<file path="src/rtl/io_input_reader.sv">
// Input reader: synchronises keys, switches and GPIO, debounces the keys,
// latches key-press events and serves them through a small read port.
module io_input_reader #(
    parameter int unsigned DEBOUNCE_CYCLES = 4,
    parameter int unsigned SW_W            = 10
) (
    input  logic            CLK,
    input  logic            RST,
    input  logic [1:0]      KEY,
    input  logic [SW_W-1:0] SW,
    input  logic [31:0]     GPIO,
    input  logic            RD,
    input  logic [1:0]      ADDR,
    output logic [31:0]     RDATA,
    output logic            RVALID,
    output logic            IRQ
);

    // Counter value on which one more differing cycle completes the debounce
    localparam logic [7:0] DB_LAST = 8'(DEBOUNCE_CYCLES - 1);

    logic [1:0]      r_key_s1;
    logic [1:0]      r_key_s2;
    logic [SW_W-1:0] r_sw_s1;
    logic [SW_W-1:0] r_sw_s2;
    logic [31:0]     r_gpio_s1;
    logic [31:0]     r_gpio_s2;

    logic [1:0]      r_deb;
    logic [7:0]      r_cnt [2];
    logic [1:0]      r_flags;
    logic [31:0]     r_rdata;
    logic            r_rvalid;
    logic            r_irq;

    logic [1:0]      w_deb_nxt;
    logic [7:0]      w_cnt_nxt [2];
    logic [1:0]      w_key_rise;
    logic            w_rd_flags;
    logic [1:0]      w_flags_nxt;
    logic [31:0]     w_sw_ext;
    logic [31:0]     w_rd_sel;

    always_ff @(posedge CLK or negedge RST) begin
        if (!RST) begin
            r_key_s1  <= '0;
            r_key_s2  <= '0;
            r_sw_s1   <= '0;
            r_sw_s2   <= '0;
            r_gpio_s1 <= '0;
            r_gpio_s2 <= '0;
        end else begin
            r_key_s1  <= KEY;
            r_key_s2  <= r_key_s1;
            r_sw_s1   <= SW;
            r_sw_s2   <= r_sw_s1;
            r_gpio_s1 <= GPIO;
            r_gpio_s2 <= r_gpio_s1;
        end
    end

    always_comb begin
        w_deb_nxt = r_deb;
        for (int i = 0; i < 2; i++) begin
            w_cnt_nxt[i] = 8'd0;
            if (r_key_s2[i] != r_deb[i]) begin
                if (r_cnt[i] == DB_LAST) begin
                    w_deb_nxt[i] = ~r_deb[i];
                end else begin
                    w_cnt_nxt[i] = r_cnt[i] + 8'd1;
                end
            end
        end
    end

    always_ff @(posedge CLK or negedge RST) begin
        if (!RST) begin
            r_deb <= '0;
            for (int i = 0; i < 2; i++) begin
                r_cnt[i] <= 8'd0;
            end
        end else begin
            r_deb <= w_deb_nxt;
            for (int i = 0; i < 2; i++) begin
                r_cnt[i] <= w_cnt_nxt[i];
            end
        end
    end

    // A press landing on the same edge as a clearing read survives the clear
    always_comb begin
        w_key_rise  = w_deb_nxt & ~r_deb;
        w_rd_flags  = RD && (ADDR == 2'd2);
        w_flags_nxt = (w_rd_flags ? 2'b00 : r_flags) | w_key_rise;
    end

    always_comb begin
        w_sw_ext = '0;
        w_sw_ext[SW_W-1:0] = r_sw_s2;
        case (ADDR)
            2'd0:    w_rd_sel = w_sw_ext;
            2'd1:    w_rd_sel = r_gpio_s2;
            2'd2:    w_rd_sel = {30'b0, r_flags};
            default: w_rd_sel = {30'b0, r_deb};
        endcase
    end

    always_ff @(posedge CLK or negedge RST) begin
        if (!RST) begin
            r_flags  <= '0;
            r_rdata  <= '0;
            r_rvalid <= 1'b0;
            r_irq    <= 1'b0;
        end else begin
            r_flags  <= w_flags_nxt;
            r_rvalid <= RD;
            r_irq    <= |w_flags_nxt;
            if (RD) begin
                r_rdata <= w_rd_sel;
            end
        end
    end

    assign RDATA  = r_rdata;
    assign RVALID = r_rvalid;
    assign IRQ    = r_irq;

endmodule

</file>
<file path="config.mk">
export PLATFORM = sky130hd
export DESIGN_NAME = io_input_reader
export DESIGN_NICKNAME = d
export VERILOG_FILES = /design/src/rtl/io_input_reader.sv
export SDC_FILE = /design/constraint.sdc
export NUM_CORES = 1
export LEC_CHECK = 0
export CELL_PAD_IN_SITES_DETAIL_PLACEMENT = 0
export CELL_PAD_IN_SITES_GLOBAL_PLACEMENT = 1
export CORE_MARGIN = 4
export CORE_UTILIZATION = 28
export DETAILED_ROUTE_END_ITERATION = 8
export GPL_TIMING_DRIVEN = 0
export PLACE_DENSITY = 0.63
export SLEW_MARGIN = 40
export SYNTH_ARGS = -nofsm -noshare
export SYNTH_HDL_FRONTEND = slang
export SYNTH_SLANG_ARGS = --single-unit
</file>
<file path="constraint.sdc">
create_clock -name CLK -period 2.6 [get_ports CLK]
set_input_delay 0.65 -clock CLK [delete_from_list [all_inputs] [get_ports CLK]]
set_output_delay 0.65 -clock CLK [all_outputs]
set_load 0.01 [all_outputs]
</file>
==> impl_summary.txt, run 1 <==
----------------------------------------------------
[Synthesis]
  Post-synth top area cell ... dfrtp_1
  Synth async-reset ratio ... 1.00
  Number of warning messages in the yosys log ... 0
  Largest cells by area after synthesis ... dfrtp_1, a22o_1, mux2i_1
  Primary flip-flop cell chosen by synthesis mapping ... dfrtp_1
  Average instance area after synthesis ... 16.7 µm²
  Combined area of all synthesized cells ... 0.00446 mm²
  Number of synthesized register bits ... 142
  Total nets after synthesis ... 318
  Library cells used by synthesis ... 31
  Portion of synthesized cell area occupied by the leading cell type ... 0.797
  Sequential-to-total area share from yosys stat ... 0.797
  Library cell with the highest instance count after synthesis ... dfrtp_1
  Cells after synthesis ... 267
  Cell types with the highest counts after synthesis ... dfrtp_1, a22o_1, nor2_1
  Number of flops mapped to enable cells by yosys ... 0

[Clocking]
  Clock tree from TritonCTS ... done
  Clock transition at the register clock pins on the worst setup and hold paths after CTS ... 0.06 ns
  Maximum level of the CTS H-tree ... 4
  Post-cts gate resize count ... 0
  Insertion delay of the later-clocked pin in the worst-skew pair ... 0.41 ns
  Clock tree sinks ... 142
  CTS buffer count ... 17
  Post-CTS setup buffers ... 0
  Clock root cell ... clkbuf_16
  Hold-fix buffers at CTS ... 0
  Deepest clock path buffer count ... 2

[Power and ir drop]
  Switch Pwr ... 1.30 mW
  Net Sw Frac ... 0.234
  Part of the total power dissipated in the clock network ... 0.453
  Largest voltage drop on the vdd net ... 0.493 mV
  Total power density per cell area ... 899 mW/mm²
  Logic pwr share ... 0.097
  Leakage power summed over all cells ... 2.71 nW
  Cell internal pwr ... 4.27 mW
  Share of power burned in registers ... 0.450
  Overall power ... 5.58 mW

[Floorplanning]
  Floorplan die height ... 134 µm
  Initial core utilization ... 0.289
  Placement Rows ... 45
  Die width ... 134 µm
  Total I/O pin count ... 83
  Die Area ... 0.0180 mm²
  Core area ... 0.0154 mm²

[Drt]
  Detailed Route Iter0 Violations ... 101
  Met2 routed wirelength ... 3.66 mm
  Post-Route M1 WL ... 3.64 mm
  Total number of vias ... 2447
  Number of design rule violations left after detail routing ... 0
  Average routed wire per standard cell ... 13.4 µm
  Length of routed met3 wiring ... 493 µm
  Detail Route Antenna Nets ... 0
  Total wirelength of the detailed-routed design ... 7.94 mm
  Number of iterations in the first detailed-routing pass ... 4
  Vias per Instance ... 4.13
  Top Layer Used ... met4

[Min path]
  Worst hold path class ... input pin to async pin

[Setup path]
  Worst-case register-to-register setup slack ... 0.53 ns
  Data required time of the worst path ... 2.95 ns
  Type of element capturing the critical path ... flop
  Number of cells on the worst reg-to-reg path ... 4
  Critical Path Start Type ... input pin
  Slowest CP cell ... clkdlybuf4s50_1
  Classification of the worst setup path ... input pin to flop
  Worst reg2reg endpoint ... r_cnt[2]$_DFF_PN0_
  Largest fanout of any net on the critical path ... 10
  Data arrival, critical path ... 2.54 ns
  Cells along the critical path ... clkdlybuf4s50_1 > buf_2 > nand2_1 > nor2_1 > clkbuf_1 > a22o_1
  Reg2Reg Launch Point ... r_cnt[0]$_DFF_PN0_
  Max stage delay on crit path ... 0.56 ns
  Crit path launch ... ADDR[0]

[Timing]
  Max Clk Rate ... 456 MHz
  Final-report hold violation count ... 0
  Remaining max-slew budget at the tightest pin ... 0.535
  Setup violations, final ... 0
  Fin Clk Skew ... 0.00651 ns
  Slew @ Worst Pin ... 0.690 ns
  Clock period minus final worst setup slack ... 2.19 ns
  Pins Over Slew Limit ... 0
  Setup TNS ... 0 ns
  Setup repair after global routing missed its margin ... no
  Worst hold slack ... 0.168 ns
  Final worst-path cycle share ... 0.843

[Cells and area]
  Antenna diodes ... 0
  # fillers ... 1445
  Post-synthesis to final-layout area growth ... 39.2%
  Non-filler cells, final ... 593
  Net count of the finished layout ... 420
  Layout cell share with drive strength beyond 1 ... 0.115

[GRT]
  Remaining Overflow, GRT ... 0
  Number of antenna violations at the first check in global routing ... 0
  First-pass GRT wire length ... 13.3 mm
  Largest net degree at the start of global routing ... 79
  Global-route usage over all layers ... 0.0968
  Via count of the first global-routing pass ... 2647

[Flow run]
  Count of maximum capacitance violations ... 0

[Outcome]
  Outcome ... complete, no violations

[Place]
  Detailed placer's ending HPWL ... 5.28 mm
  Number of instances in the placed design ... 561
  Placer's final routability congestion estimate ... 0.746
  Number of buffers added on ports ... 82

----------------------------------------------------
placed cells by master, fill, tap and decap left out, types with 3 or more instances in the layout:
| cell type | count |
|---|---|
| nand2_1 | 8 |
| a21oi_1 | 6 |
| nor2_1 | 10 |
| mux2i_1 | 8 |
| a22o_1 | 22 |
| inv_1 | 3 |
| o21ai_0 | 8 |
| bufinv_16 | 3 |
| xor2_1 | 6 |
| inv_6 | 5 |
| o2bb2ai_1 | 8 |
| or3_1 | 7 |
| nand3_1 | 8 |
| clkinv_4 | 3 |
| dfrtp_1 | 142 |
| clkbuf_16 | 17 |
| clkbuf_1 | 6 |
| clkdlybuf4s50_1 | 81 |
logic make-up after synthesis:
logic type / share of synthesized area
AOI/OAI and AO/OA: 0.0814
xor gates and xnor gates: 0.0157
adders and majority gates: 0.00561
buffers and inverters: 0.00870
DFF: 0.797
muxes: 0.0365
and+or+nand+nor: 0.0550
stage by stage:
| stage | utilization | setup WS, ns | area, µm² |
|---|---|---|---|
| after floorplan | - | 0.778 | 4460 |
| after CTS | 0.402 | 0.372 | 6200 |
| after global routing | 0.402 | 0.187 | 6200 |
| after global placement | 0.359 | -4.45 | 5540 |
| final | 0.402 | 0.407 | 6200 |
| after detailed placement | 0.361 | -0.0608 | 5580 |
power by group through the flow:
stage / clock, mW / combinational [mW] / sequential (mW)
detailed placement: 0 / 0.554 / 2.55
CTS: 2.60 / 0.556 / 2.51
finish: 2.53 / 0.542 / 2.51
global placement: 0 / 0.537 / 2.55
floorplan: 0 / 0.247 / 2.54
global route: 2.69 / 0.601 / 2.54
state kept, by name, summed over array words and instances, names as in the netlist:
register   count
r_flags        2
r_sw_s1       10
r_sw_s2       10
RVALID         1
r_key_s1       2
r_deb          2
RDATA         32
r_key_s2       2
r_gpio_s1     32
r_cnt         16
r_gpio_s2     32
IRQ            1
layer usage:
layer,vias to the layer above,GRT usage
met5,-,0
li1,1152,-
met4,0,0.0407
met2,66,0.144
met1,1220,0.124
met3,9,0.0424
layout make-up:
| type | instances | area, µm² | area share |
|---|---|---|---|
| Timing Repair Buffer | 83 | 853 | 0.138 |
| Clock inverter | 13 | 176 | 0.0284 |
| Clock buffer | 19 | 453 | 0.0730 |
| Buffer | 7 | 27.5 | 0.00444 |
| Inverter | 3 | 11.3 | 0.00181 |
| Tap cell | 211 | 264 | 0.0425 |
| Sequential cell | 142 | 3550 | 0.573 |
| Multi-Input combinational cell | 115 | 866 | 0.140 |
worst max-delay path: cells and delay by family:
family,cells,cell delay (ns)
simple gates,2,0.34
buf+inv,3,1.34
compound gates,1,0.21
how the worst max path moves through the flow:
| stage | to | slack (ns) | depth (start not counted) |
|---|---|---|---|
| CTS | RDATA[28]$_DFFE_PN0P_ | 0.37 | 6 |
| floorplan | r_deb[0]$_DFF_PN0_ | 0.78 | 3 |
| detailed placement | RDATA[28]$_DFFE_PN0P_ | -0.06 | 6 |
| global placement | RVALID$_DFF_PN0_ | -4.45 | 1 |
| finish | RDATA[28]$_DFFE_PN0P_ | 0.41 | 6 |
| global route | RDATA[28]$_DFFE_PN0P_ | 0.19 | 6 |
(Power assumes the default switching activity.)
==> run 2, diff against run 1 <==
==> constraint.sdc (replaced) <==
create_clock -name CLK -period 2.2 [get_ports CLK]
set_input_delay 0.55 -clock CLK [delete_from_list [all_inputs] [get_ports CLK]]
set_output_delay 0.55 -clock CLK [all_outputs]
set_load 0.01 [all_outputs]
==> run 2 against run 1 <==
Against the previous run: worst hold slack worse by 0.10 ns; largest cell class unchanged; worst setup slack lost 0.14 ns; final cell count unchanged; sequential power is 18% higher; critical path depth unchanged; via count increased by 0.25%; count of clock-buffer cells in the layout unchanged; utilization about the same; clock power up 18%; global-route usage stayed put; critical endpoint unchanged; wire length barely moved.
==> impl_summary.txt, run 2 (synthesis gave the netlist of run 1 again) <==
----------------------------------------------------
[Outcome]
  Outcome ... complete, no violations

[Floorplanning]
  Die width ... 134 µm
  Core area ... 0.0154 mm²
  Total I/O pin count ... 83
  Floorplan die height ... 134 µm
  Placement Rows ... 45
  Die Area ... 0.0180 mm²
  Initial core utilization ... 0.289

[Drt]
  Total wirelength of the detailed-routed design ... 7.93 mm
  Average routed wire per standard cell ... 13.4 µm
  Number of iterations in the first detailed-routing pass ... 4
  Number of design rule violations left after detail routing ... 0
  Total number of vias ... 2453
  Vias per Instance ... 4.14
  Detailed Route Iter0 Violations ... 97
  Detail Route Antenna Nets ... 0

[Power and ir drop]
  Leakage power summed over all cells ... 2.72 nW
  Largest voltage drop on the vdd net ... 0.583 mV
  Part of the total power dissipated in the clock network ... 0.453
  Total power density per cell area ... 1060 mW/mm²
  Net Sw Frac ... 0.234
  Overall power ... 6.60 mW
  Logic pwr share ... 0.098
  Cell internal pwr ... 5.05 mW
  Switch Pwr ... 1.54 mW
  Share of power burned in registers ... 0.449

[Timing]
  Slew @ Worst Pin ... 0.684 ns
  Max Clk Rate ... 519 MHz
  Worst setup margin ... 0.272 ns
  Worst hold slack ... 0.0686 ns
  Final worst-path cycle share ... 0.876
  Setup repair after global routing missed its margin ... no
  Pins Over Slew Limit ... 0
  Fin Clk Skew ... 0.00651 ns
  Setup violations, final ... 0
  Remaining max-slew budget at the tightest pin ... 0.539
  Setup TNS ... 0 ns
  Final-report hold violation count ... 0
  Clock period minus final worst setup slack ... 1.93 ns

[GRT]
  Via count of the first global-routing pass ... 2647
  First-pass GRT wire length ... 13.3 mm
  Global-route usage over all layers ... 0.0968
  Remaining Overflow, GRT ... 0
  Largest net degree at the start of global routing ... 79
  Number of antenna violations at the first check in global routing ... 0

[Setup path]
  Slowest CP cell ... clkdlybuf4s50_1
  Largest fanout of any net on the critical path ... 10
  Worst reg2reg endpoint ... r_cnt[2]$_DFF_PN0_
  CP endpoint ... RDATA[28]$_DFFE_PN0P_
  Crit path launch ... ADDR[0]
  Worst-case register-to-register setup slack ... 0.29 ns
  Classification of the worst setup path ... input pin to flop
  Max stage delay on crit path ... 0.56 ns
  Data arrival, critical path ... 2.27 ns
  Critical Path Start Type ... input pin
  Cells along the critical path ... clkdlybuf4s50_1 > buf_2 > nand2_1 > nor2_1 > clkbuf_2 > a22o_1
  Type of element capturing the critical path ... flop
  Data required time of the worst path ... 2.55 ns
  Number of cells on the worst reg-to-reg path ... 4
  Reg2Reg Launch Point ... r_cnt[0]$_DFF_PN0_

[Cells and area]
  Post-route core utilization ... 0.403
  Most common cell after layout, fill and taps aside ... dfrtp_1
  Non-filler cells, final ... 593
  Antenna diodes ... 0
  Top library cells by usage in the layout, fill and taps aside ... dfrtp_1, clkdlybuf4s50_1, a22o_1, clkbuf_16, nor2_1
  Layout cell share with drive strength beyond 1 ... 0.123
  Final Cell Area ... 0.00621 mm²
  Post-synthesis to final-layout area growth ... 39.3%
  Net count of the finished layout ... 420

[Place]
  DP Worst Slack ... -0.361 ns
  Post-place instance area ... 0.00558 mm²
  Number of buffers added on ports ... 82
  Placer's final routability congestion estimate ... 0.746
  Number of instances in the placed design ... 561
  Detailed placer's ending HPWL ... 5.28 mm

[Clocking]
  Clock root cell ... clkbuf_16
  Clock transition at the register clock pins on the worst setup and hold paths after CTS ... 0.06 ns
  CTS buffer count ... 17
  Deepest clock path buffer count ... 2
  Clock tree from TritonCTS ... done
  Post-CTS setup buffers ... 0
  Hold-fix buffers at CTS ... 0
  Maximum level of the CTS H-tree ... 4
  Clock tree sinks ... 142
  Insertion delay of the later-clocked pin in the worst-skew pair ... 0.41 ns

[Min path]
  Worst hold path class ... input pin to async pin

[Flow run]
  Count of maximum capacitance violations ... 0

----------------------------------------------------
==> run 2: worst min path at each step <==
stage                                 start                 endpoint  slack, ns  depth (start not counted)
floorplan                               RST            IRQ$_DFF_PN0_       0.25                          0
global placement    r_gpio_s1[16]$_DFF_PN0_  r_gpio_s2[16]$_DFF_PN0_       0.33                          0
detailed placement  r_gpio_s1[21]$_DFF_PN0_  r_gpio_s2[21]$_DFF_PN0_       0.33                          0
CTS                                     RST    RDATA[29]$_DFFE_PN0P_       0.08                          1
global route                            RST  r_gpio_s1[24]$_DFF_PN0_       0.09                          1
finish                                  RST  r_gpio_s1[28]$_DFF_PN0_       0.07                          1
==> run 2: layer usage <==
layer	GRT usage	part of all wire	up-vias
li1	-	-	1153
met1	0.124	0.46	1227
met2	0.144	0.46	64
met3	0.0424	0.062	9
met4	0.0407	0.017	0
met5	0	0	-
==> run 2: power groups by stage <==
stage	Combinational (mW)	Clock (mW)	Sequential, mW
after floorplan	0.292	0	3.00
after global routing	0.716	3.18	3.00
after detailed placement	0.655	0	3.01
final	0.645	2.99	2.96
after global placement	0.635	0	3.01
after CTS	0.658	3.08	2.97
==> run 2: cell type report <==
type	instances	area, µm²
fillers	1443	9220
flip-flops and latches	142	3550
multi-input cells	115	870
repair buffers	83	853
clock buffers	19	453
well taps	211	264
clock inverters	13	176
plain buffers	7	30.0
inverters	3	11.3
==> run 2: timing repair <==
| action | in CTS | in global routing |
|---|---|---|
| setup endpoints to repair | 0 | 21 |
| hold endpoints to repair | 0 | 0 |
| resized for setup | 0 | 5 |
==> run 2: critical path, delay by kind of cell <==
family / cells / cell delay [ns]
and+or+nand+nor: 2 / 0.34
AOI/OAI and AO/OA: 1 / 0.17
buffers and inverters: 3 / 1.21
